==> config.mk <==
export PLATFORM = sky130hd
export DESIGN_NAME = ps2_key_rx
export DESIGN_NICKNAME = d
export VERILOG_FILES = /design/src/rtl/ps2_key_rx.sv
export SDC_FILE = /design/constraint.sdc
export NUM_CORES = 1
export LEC_CHECK = 0
export CAP_MARGIN = 0
export CORE_UTILIZATION = 40
export DETAILED_ROUTE_END_ITERATION = 12
export MAX_ROUTING_LAYER = met4
export PLACE_DENSITY = 0.6
export SETUP_SLACK_MARGIN = 0.15
export SLEW_MARGIN = 20
export SYNTH_ARGS = -nofsm -noshare
export SYNTH_HDL_FRONTEND = slang
export SYNTH_SLANG_ARGS = --single-unit
==> constraint.sdc <==
create_clock -name clk_proc -period 2.1 [get_ports clk_proc]
set_input_delay 0.42 -clock clk_proc [delete_from_list [all_inputs] [get_ports clk_proc]]
set_output_delay 0.42 -clock clk_proc [all_outputs]
set_load 0.05 [all_outputs]
==> src/rtl/ps2_key_rx.sv <==
// ps2_key_rx: PS/2 keyboard receiver that turns frames into make/break events with E0 handling
//   Ports: clk_proc, rst (sync, active-high), ps2_clk/ps2_data (raw async bus),
//   key_pressed (last make code), key_flag/key_release/frame_err (1-cycle pulses),
//   key_ext (E0 prefix qualifier for the current key_flag/key_release pulse).
//   Optional macro PS2_PARITY_CHECK_EN: reject frames with bad odd parity.
module ps2_key_rx #(
  parameter int TIMEOUT_CYC = 50000,
  parameter int FILTER_LEN  = 4
) (
  input  logic       clk_proc,
  input  logic       rst,
  input  logic       ps2_clk,
  input  logic       ps2_data,
  output logic [7:0] key_pressed,
  output logic       key_flag,
  output logic       key_ext,
  output logic       key_release,
  output logic       frame_err
);
  localparam int TW = $clog2(TIMEOUT_CYC + 1);
  typedef enum logic [1:0] {IDLE, SHIFT, STOP} state_t;
  state_t                state_q;
  logic [1:0]            clk_s_q, dat_s_q;
  logic [FILTER_LEN-1:0] hist_q;
  logic                  flt_q, ext_q, brk_q;
  logic [8:0]            sh_q;
  logic [3:0]            bit_q;
  logic [TW-1:0]         to_q;
  logic [7:0]            key_pressed_q;
  logic                  key_flag_q, key_ext_q, key_release_q, frame_err_q;
  logic                  fall, dat, par_ok, timeout;
  assign fall    = flt_q & ~|hist_q;
  assign dat     = dat_s_q[1];
  assign timeout = to_q == TW'(TIMEOUT_CYC - 1);
`ifdef PS2_PARITY_CHECK_EN
  assign par_ok  = ^sh_q;
`else
  assign par_ok  = 1'b1;
`endif
  assign key_pressed = key_pressed_q;
  assign key_flag    = key_flag_q;
  assign key_ext     = key_ext_q;
  assign key_release = key_release_q;
  assign frame_err   = frame_err_q;
  always_ff @(posedge clk_proc) begin
    if (rst) begin
      clk_s_q <= '1;
      dat_s_q <= '1;
      hist_q  <= '1;
      flt_q   <= 1'b1;
    end else begin
      clk_s_q <= {clk_s_q[0], ps2_clk};
      dat_s_q <= {dat_s_q[0], ps2_data};
      hist_q  <= {hist_q[FILTER_LEN-2:0], clk_s_q[1]};
      flt_q   <= ~|hist_q ? 1'b0 : &hist_q ? 1'b1 : flt_q;
    end
  end
  always_ff @(posedge clk_proc) begin
    if (rst) begin
      state_q       <= IDLE;
      sh_q          <= '0;
      bit_q         <= '0;
      to_q          <= '0;
      ext_q         <= 1'b0;
      brk_q         <= 1'b0;
      key_pressed_q <= '0;
      key_flag_q    <= 1'b0;
      key_ext_q     <= 1'b0;
      key_release_q <= 1'b0;
      frame_err_q   <= 1'b0;
    end else begin
      key_flag_q    <= 1'b0;
      key_ext_q     <= 1'b0;
      key_release_q <= 1'b0;
      frame_err_q   <= 1'b0;
      if (state_q != IDLE && !fall && timeout) begin
        state_q     <= IDLE;
        to_q        <= '0;
        frame_err_q <= 1'b1;
        ext_q       <= 1'b0;
        brk_q       <= 1'b0;
      end else if (state_q != IDLE && !fall) begin
        to_q <= to_q + 1'b1;
      end else begin
        case (state_q)
          IDLE: if (fall && !dat) begin
            state_q <= SHIFT;
            bit_q   <= '0;
            to_q    <= '0;
          end
          SHIFT: begin
            sh_q    <= {dat, sh_q[8:1]};
            bit_q   <= bit_q + 1'b1;
            to_q    <= '0;
            state_q <= bit_q == 4'd8 ? STOP : SHIFT;
          end
          STOP: begin
            state_q <= IDLE;
            to_q    <= '0;
            if (!(dat && par_ok)) begin
              frame_err_q <= 1'b1;
              ext_q       <= 1'b0;
              brk_q       <= 1'b0;
            end else if (sh_q[7:0] == 8'hE0) begin
              ext_q <= 1'b1;
            end else if (sh_q[7:0] == 8'hF0) begin
              brk_q <= 1'b1;
            end else if (!brk_q) begin
              key_pressed_q <= sh_q[7:0];
              key_flag_q    <= 1'b1;
              key_ext_q     <= ext_q;
              ext_q         <= 1'b0;
            end else begin
              key_release_q <= 1'b1;
              key_ext_q     <= ext_q;
              ext_q         <= 1'b0;
              brk_q         <= 1'b0;
            end
          end
          default: state_q <= IDLE;
        endcase
      end
    end
  end
endmodule

=== Word-level counts from Yosys, hierarchy flattened ===
Index checks and enable logic that the tools add are counted.

* Register bits after elaboration: 54
* Logic and storage cells: 80
* Input bits: 4
* Output and inout port bits: 12

* Equal/unequal tests: 11
* Multiplexer cells: 22
* Add/subtract/negate cells: 2
* Bitwise gates (word level): 8
* Reduce and logical (&&, ||, !) cells: 22

{| class="wikitable"
|+ Operator list
! operator !! number
|-
| 2-to-1 mux 16 bit || 2
|-
| case mux 16 bit (2 select lines) || 1
|-
| adder 16 x 1 -> 16 bit (second input constant) || 1
|-
| equality test 16 bit (second input constant) || 1
|-
| equality test 8 bit (second input constant) || 2
|-
| 2-to-1 mux 1 bit || 14
|-
| AND reduction 3 bit || 3
|-
| case mux 4 bit (2 select lines) || 1
|-
| AND reduction 4 bit || 2
|-
| NOT 1 bit || 7
|-
| AND reduction 7 bit || 1
|-
| OR reduction 7 bit || 1
|-
| != test 3 bit (second input constant) || 2
|-
| adder 4 x 1 -> 4 bit (second input constant) || 1
|-
| equality test 4 bit (second input constant) || 1
|-
| 2-to-1 mux 2 bit || 2
|-
| 2-to-1 mux 4 bit || 1
|-
| != test 2 bit (second input constant) || 2
|-
| case mux 2 bit (2 select lines) || 1
|-
| AND reduction 2 bit || 2
|-
| nonzero test 2 bit || 2
|-
| OR reduction 2 bit || 2
|-
| OR reduction 4 bit || 1
|-
| logical AND 1 bit || 3
|-
| 7 further kinds || 9
|}

=== Depth between registers and ports, before layout ===
Gate-level depths: netlist (run 1).

* Depth in word-level cells: 8
* Gate-level depth with buffers: 9
* Gate-level depth less buffers: 7

=== Worst setup path after synthesis (run 1) ===
Ideal clock, no wire load.

* Path kind: register to register
* Start point: register state_q[0]
* End point: register to_q[8]
* Required time: 1967 ps
* Stages on the path, launching flop included: 9
* Slack: 175 ps
* Buffers on the path: 2
* Clock period less this slack: 1925 ps
* Arrival time: 1791 ps
* Library setup time: 133 ps
* Path through: dfxtp_1 -> inv_1 -> ha_1 -> clkbuf_1 -> or4_4 -> buf_6 -> and2_4 -> a31oi_1 -> nor3_1

* Longest elaborated chain between the ends: 4
* Elaborated cells on any way between the ends: 13
* Those cells by class: eq/ne (3); mux (2); reduce/logical (8)

{| class="wikitable"
|+ Ends and longest elaborated chain
! item !! line !! text
|-
| start, declared || 22 || <nowiki>state_t state_q;</nowiki>
|-
| start signal, assigned || 95 || <nowiki>state_q <= bit_q == 4'd8 ? STOP : SHIFT;</nowiki>
|-
| equality test 2 bit, or another cell as far along || 85 || <nowiki>case (state_q)</nowiki>
|-
| OR reduction 2 bit (no source line) / logical AND 1 bit (equally long branches) || n/a ||
|-
| case mux 16 bit (2 select lines), or another cell as far along || 85 ||
|-
| 2-to-1 mux 16 bit, or another cell as far along || 82 || <nowiki>end else if (state_q != IDLE && !fall) begin</nowiki>
|-
| end signal, assigned || 83 || <nowiki>to_q <= to_q + 1'b1;</nowiki>
|-
| end, declared || 28 || <nowiki>logic [TW-1:0] to_q;</nowiki>
|}

Parallel ways exist; a longest one is shown, timed or not.
A chain may end at the register's enable or synchronous reset.

=== Final worst setup path (run 1) ===
* Start point: register hist_q[0]
* End point: register to_q[8]

* Longest elaborated chain between the ends: 7
* Elaborated cells on any way between the ends: 12
* Those cells by class: eq/ne (1); mux (1); bitwise (1); reduce/logical (9)

{| class="wikitable"
|+ Ends and longest elaborated chain
! item !! line !! text
|-
| start, declared || 24 || <nowiki>logic [FILTER_LEN-1:0] hist_q;</nowiki>
|-
| start signal, assigned || 54 || <nowiki>hist_q <= {hist_q[FILTER_LEN-2:0], clk_s_q[1]};</nowiki>
|-
| OR reduction 4 bit (*) || 32 || <nowiki>assign fall = flt_q & ~|hist_q;</nowiki>
|-
| logical NOT 1 bit (*) || n/a ||
|-
| bitwise AND 1 bit (*) || 32 ||
|-
| logical NOT 1 bit || 76, 82 ||
|-
| logical AND 1 bit || 76, 82 ||
|-
| != test 3 bit (no source line), or another cell as far along || n/a ||
|-
| AND reduction 2 bit (no source line) / OR reduction 2 bit (equally long branches) || n/a ||
|}

Every way passes the cells marked *; elsewhere a longest branch is shown, timed or not.

==> qor.yml, run 1 <==
worst_setup_path:
  reg2reg_from: "hist_q[0]"
  crit_required_ns: 2.29
  cp_max_fo: 4
  worstSetupStartpointType: "register"
  cp_data_arrival_time_ns: 2.10
  r2r_cells: 6
  critPathKind: "register to register"
  timing.rr.end: "to_q[8]"
  end_kind: "register"
  reg2reg_slack_ns: 0.19
logic_synthesis:
  ys_async_sr_fraction_pct: 0
  yosysWarnings: 0
  synth_top_cell_by_area: "dfxtp_1"
  synth.area.top_cells: "dfxtp_1 45%, nor2_1 4.7%, a21oi_1 4.4%, mux2i_1 3.7%, nand2_1 3.6%"
  yosysMostFrequentCell: "dfxtp_1"
  synthCells: 274
  synth_area_mm2: 0.00241
  synth_fp_nets: 284
  ys_seq_elements: 54
  seq_area_frac_synth_pct: 44.8
  synthFlopType: "dfxtp_1"
  synthTopCellsByCount: "54 x dfxtp_1, 30 x nor2_1, 23 x nand2_1, 21 x a21oi_1, 16 x nand3_1"
  ys_types: 48
  synth_top_cell_area_share_pct: 44.8
  syn-mean-instance-area_um2: 8.80
  synth_edf_count: 0
floorplanning:
  core-area_mm2: 0.00564
  rows: 27
  die_w_um: 79.6
  start_util_pct: 42.7
  ios: 16
  die_h_um: 79.6
  die_area_mm2: 0.00634
sta:
  slew_violations: 0
  fin_worst_skew_ns: 0.00493
  period_share_pct: 90.9
  relSlewSlack_pct: 63.5
  finalHoldViolCount: 0
  fmax_ghz: 0.524
  rsz0062_at_grt: "no"
  worst_pin_slew_ns: 0.546
  min_period_ns: 1.91
  setup_viol_count_final: 0
  fin_tns_setup_ns: 0
power_and_ir_drop:
  peakVddDrop_mv: 0.348
  power_uw: 1760
  power.density_mw_per_mm2: 616
  power_leakage_uw: 0.00103
clocking:
  htree_num_levels: 2
  tritoncts: "done"
  ctsRootBufferMaster: "clkbuf_8"
  clkTransAtPathRegs_ns: 0.09
  clock_latency_ns: 0.30
  cts_hold_buffers: 0
  cts_made_buffers: 5
  cts.sink_count: 54
  clock_path_buffers: 2
placement:
  dp.final_hpwl_mm: 3.52
  gp_congestion: 0.879
  port_buffers: 15
  dp_cells: 359
layout:
  layoutNonFillerInstCount: 369
  drive_gt1_share_pct: 15.2
  register_area_mm2: 0.00108
  nets: 306
  multi_input_comb_area_mm2: 0.00129
  syn_to_final_growth_pct: 18.5
  fill_cells: 534
  num_antenna_cells: 0
global_route:
  grt_overflow: 0
  grt_use_total_pct: 17.3
  antenna_found_initial: 0
  grt_max_degree: 31
  grt_pass1_vias: 1753
  grt_pass1_wl_mm: 8.38
worst_hold_path:
  min_path_cells: 1
  hold_start: "clk_s_q[0]"
  min_to: "clk_s_q[1]"
  hold_class: "register to register"
routing:
  via_per_inst: 5.31
  wl_per_cell_um: 13.3
  ant_nets: 0
  vias: 1961
  routed_wl_mm: 4.91
  drt_drc_violations_left: 0
  drt_pre_antenna_iters: 4
  initialDrtViolationCount: 65
run:
  maxCapViolCount: 0
run_status:
  status: "finished clean"
## critical path, cell delays in order (launching register included)
cell     delay (ns)
dfxtp_2        0.34
or3_4          0.40
or4_4          0.52
buf_4          0.15
and2_4         0.17
a31oi_4        0.15
nor3_1         0.06
## layout make-up
class                   instances  share of cell area (%)
clock buffers                   5                    2.41
clock inverters                 3                    1.53
inverters                       7                   0.920
multi-input cells             200                    45.2
flip-flops and latches         54                    38.0
well taps                      72                    3.15
repair buffers                 28                    8.80
## through the flow
| step | setup slack [ns] | util, % | hold WS, ns | cell area [um^2] |
|---|---|---|---|---|
| after floorplan | 0.175 | - | 0.389 | 2410 |
| after global placement | 0.174 | 47.4 | 0.391 | 2680 |
| after detailed placement | 0.123 | 47.4 | 0.392 | 2680 |
| after CTS | 0.161 | 49.8 | 0.415 | 2810 |
| after global routing | 0.141 | 50.6 | 0.425 | 2860 |
| final | 0.192 | 50.6 | 0.414 | 2860 |
## cell families after synthesis
| group | count (synthesis) | synth area share, % |
|---|---|---|
| compound gates | 46 | 12.4 |
| xor+xnor | 8 | 2.91 |
| simple gates | 131 | 29.5 |
| mux | 9 | 3.74 |
| buf+inv | 20 | 3.53 |
| flops | 54 | 44.8 |
| fa+ha+maj | 6 | 3.11 |
## worst max path at each step
| stage | start | to | slack [ns] | cells past startpoint |
|---|---|---|---|---|
| final | hist_q[0] | to_q[8] | 0.19 | 6 |
| after global routing | hist_q[0] | to_q[8] | 0.14 | 6 |
| after CTS | hist_q[0] | key_pressed[0] | 0.16 | 5 |
| after detailed placement | state_q[0] | to_q[9] | 0.12 | 6 |
| after global placement | state_q[1] | to_q[9] | 0.17 | 6 |
| after floorplan | state_q[0] | to_q[8] | 0.18 | 8 |
## what timing repair did
action                                 4_1_cts  5_1_grt
gates resized for setup                      1        9
endpoints found under the hold margin        0        0
pin swaps                                    1        2
buffers inserted                             2        0
setup endpoints to repair                    1       22
## sequential cells by signal, indices dropped and copies added (netlist names)
name / count
bit_q: 4
brk_q: 1
clk_s_q: 2
dat_s_q: 2
ext_q: 1
flt_q: 1
frame_err: 1
hist_q: 4
key_ext: 1
key_flag: 1
key_pressed: 8
key_release: 1
sh_q: 9
state_q: 2
to_q: 16
## layout by cell type (no fill, tap or decap), types with 3 or more instances in the layout
cell | netlist | routed
nand4_1 | 11 | 11
and4_1 | 3 | 3
nand4b_1 | 3 | 3
clkdlybuf4s50_1 | 0 | 15
nor3_1 | 5 | 5
o21ai_0 | 5 | 5
nand2_1 | 23 | 23
ha_1 | 6 | 5
nor2b_1 | 6 | 6
a31oi_1 | 4 | 3
nand3_1 | 16 | 15
and2_1 | 4 | 4
dfxtp_2 | 0 | 3
buf_4 | 0 | 12
nor2_1 | 30 | 30
and3_1 | 5 | 5
inv_1 | 7 | 7
dfxtp_1 | 54 | 51
a21oi_1 | 21 | 20
clkbuf_8 | 0 | 5
nand3b_1 | 3 | 3
mux2i_1 | 9 | 9
xor2_1 | 8 | 8
or2_2 | 8 | 8
## per-layer routing
layer | wire length (um) | global-route usage, % | vias up
met2 | 2190 | 25.3 | 39
met5 | 0 | - | -
met4 | 38 | 7.27 | 0
met3 | 152 | 3.09 | 4
met1 | 2520 | 23.5 | 899
li1 | - | - | 1019
## power by group
group | switching, uW | internal, uW | total (uW)
Sequential | 3.60 | 1030 | 1030
Clock | 336 | 358 | 693
Combinational | 20.2 | 14.6 | 34.7
Power figures use the tool's default switching activity.
==> inputs of run 2 (changes only) <==
--- a/config.mk
+++ b/config.mk
@@ -6,10 +6,12 @@
 export NUM_CORES = 1
 export LEC_CHECK = 0
 export CAP_MARGIN = 0
-export CORE_UTILIZATION = 40
+export CELL_PAD_IN_SITES_DETAIL_PLACEMENT = 2
+export CELL_PAD_IN_SITES_GLOBAL_PLACEMENT = 2
+export CORE_UTILIZATION = 36
 export DETAILED_ROUTE_END_ITERATION = 12
 export MAX_ROUTING_LAYER = met4
-export PLACE_DENSITY = 0.6
+export PLACE_DENSITY = 0.8
 export SETUP_SLACK_MARGIN = 0.15
 export SLEW_MARGIN = 20
 export SYNTH_ARGS = -nofsm -noshare
==> qor.yml, run 2 (synthesized netlist as in run 1, its figures left out) <==
clocking:
  tritoncts: "done"
  cts.sink_count: 54  # unchanged
  cts_made_buffers: 5  # unchanged
  htree_num_levels: 2  # unchanged
  ctsRootBufferMaster: "clkbuf_8"
  clkTransAtPathRegs_ns: 0.10  # about the same
  clock_latency_ns: 0.31  # about the same
  clock_path_buffers: 2  # unchanged
layout:
  nets: 312  # +2.0%
  multi_input_comb_area_mm2: 0.00129  # -0.19%
  largest_reg_flops: 16  # unchanged
  final_common_cell: "dfxtp_1"
  syn_to_final_growth_pct: 19.8
  regMostFlops: "to_q"
  utilization_pct: 45.0  # -5.6 points
  num_antenna_cells: 0  # unchanged
  fill_cells: 717  # +34%
  most-common-layout-cells: "50 x dfxtp_1, 30 x nor2_1, 22 x nand2_1"
  drive_gt1_share_pct: 16.8  # +1.7 points
  register_area_mm2: 0.00109  # +0.12%
sta:
  period_share_pct: 92.7  # +1.8 points
  min_period_ns: 1.95  # +0.0388 ns
  slew_violations: 0  # unchanged
  fin_worst_skew_ns: 0.00737  # +0.00244 ns
  worst_pin_slew_ns: 0.553  # +0.00699 ns
  fmax_ghz: 0.514  # -2.0%
  hold_ws_ns: 0.419  # +0.00495 ns
  fin_tns_setup_ns: 0  # unchanged
  rsz0062_at_grt: "yes"
  setup_viol_count_final: 0  # unchanged
  finalHoldViolCount: 0  # unchanged
  relSlewSlack_pct: 62.7  # -0.74 points
worst_hold_path:
  min_path_cells: 1  # unchanged
  hold_start: "clk_s_q[0]"
  min_to: "clk_s_q[1]"
  hold_class: "register to register"
floorplanning:
  core-area_mm2: 0.00642  # +14%
  die_w_um: 83.8  # +5.3%
  die_area_mm2: 0.00703  # +11%
  die_h_um: 83.8  # +5.3%
  rows: 29  # +7.4%
  ios: 16  # unchanged
  start_util_pct: 37.5  # -5.2 points
worst_setup_path:
  cpPeakStageDelay_ns: 0.58  # +0.06 ns
  cp_max_fo: 4  # unchanged
  reg2reg_slack_ns: 0.15  # -0.04 ns
  crit_buf_inv: 0  # -1
  timing.rr.end: "to_q[9]"
  crit_family: "simple AND/OR/NAND/NOR gates"
  r2r_cells: 5  # -1
  cp_data_arrival_time_ns: 2.18  # +0.08 ns
  critPathSlowestCell: "or4_4"
  crit_chain: "or3_4, or4_4, nand3_2, or3b_1, o211ai_1"
  crit_required_ns: 2.34  # +0.05 ns
  worstSetupStartpointType: "register"
  critPathKind: "register to register"
  reg2reg_from: "hist_q[3]"
  end_kind: "register"
run_status:
  status: "finished clean"
power_and_ir_drop:
  power.density_mw_per_mm2: 583  # -5.4%
  peakVddDrop_mv: 0.373  # +6.9%
  power_leakage_uw: 0.00105  # +1.9%
global_route:
  grt_max_degree: 18  # -42%
  grt_pass1_wl_mm: 11.4  # +36%
  grt_overflow: 0  # unchanged
  antenna_found_initial: 0  # unchanged
  grt_use_total_pct: 21.0  # +3.7 points
  grt_pass1_vias: 2343  # +34%
placement:
  port_buffers: 15  # unchanged
  gp_congestion: 0.827  # -5.9%
  dp.final_hpwl_mm: 4.98  # +41%
routing:
  routed_wl_mm: 6.82  # +39%
  initialDrtViolationCount: 55  # -15%
  vias: 2121  # +8.2%
  drt_drc_violations_left: 0  # unchanged
  drt_pre_antenna_iters: 4  # unchanged
  ant_nets: 0  # unchanged
  via_per_inst: 5.58  # +5.0%
  wl_per_cell_um: 17.9  # +35%
run:
  maxCapViolCount: 0  # unchanged
## run 2: changes by cell type in the layout (fill, tap and decap cells not counted), sizes merged
cell    change
inv         -1
clkbuf      +2
buf         +6
bufinv      -1
## run 2: report_power, final
group	switching, uW	internal (uW)
Sequential	3.82	1030
Combinational	23.9	18.9
Clock	342	267
Total	369	1310
## run 2: cell type report
| type | count | share of cell area [%] |
|---|---|---|
| Clock buffer | 7 | 2.99 |
| Inverter | 7 | 0.909 |
| Timing Repair Buffer | 34 | 10.4 |
| Multi-Input combinational cell | 200 | 44.6 |
| Clock inverter | 1 | 0.173 |
| Tap cell | 77 | 3.33 |
| Sequential cell | 54 | 37.6 |
## run 2: stage by stage
| stage | total power [uW] | area, um^2 | std cells | setup slack [ns] |
|---|---|---|---|---|
| 2_1_floorplan | 1070 | 2410 | 274 | 0.175 |
| 3_3_place_gp | 1090 | 2700 | 367 | 0.113 |
| 3_5_place_dp | 1100 | 2700 | 367 | 0.0438 |
| 4_1_cts | 1690 | 2830 | 378 | 0.0838 |
| 5_1_grt | 1750 | 2890 | 380 | 0.0864 |
| 6_report | 1680 | 2890 | 380 | 0.153 |
## run 2: worst max path at each step
stage                         end  slack [ns]        from  cells past startpoint
final                     to_q[9]        0.15   hist_q[3]                      5
after global routing      to_q[9]        0.09  state_q[0]                      8
after CTS                 to_q[9]        0.08  state_q[0]                      8
after detailed placement  to_q[9]        0.04  state_q[0]                      8
after global placement    to_q[9]        0.11  state_q[0]                      6
after floorplan           to_q[8]        0.18  state_q[0]                      8
## run 2: worst reg2reg max path, stage by stage (launching register included)
cell	delay (ns)
dfxtp_2	0.34
or3_4	0.41
or4_4	0.58
nand3_2	0.11
or3b_1	0.36
o211ai_1	0.09
## run 2: what timing repair did
item,4_1_cts,5_1_grt
buffers inserted,3,2
pin swaps,2,8
hold buffers,0,0
setup endpoints to repair,10,35
cloned,0,0
gates resized for setup,2,13
## run 2: per-layer routing
layer  global-route usage [%]  up-vias  share of wire, %
li1                         -     1027                 -
met1                     24.7     1072                46
met2                     37.8       17                52
met3                     3.07        5               1.6
met4                     5.02        0              0.81
met5                        -        -                 0
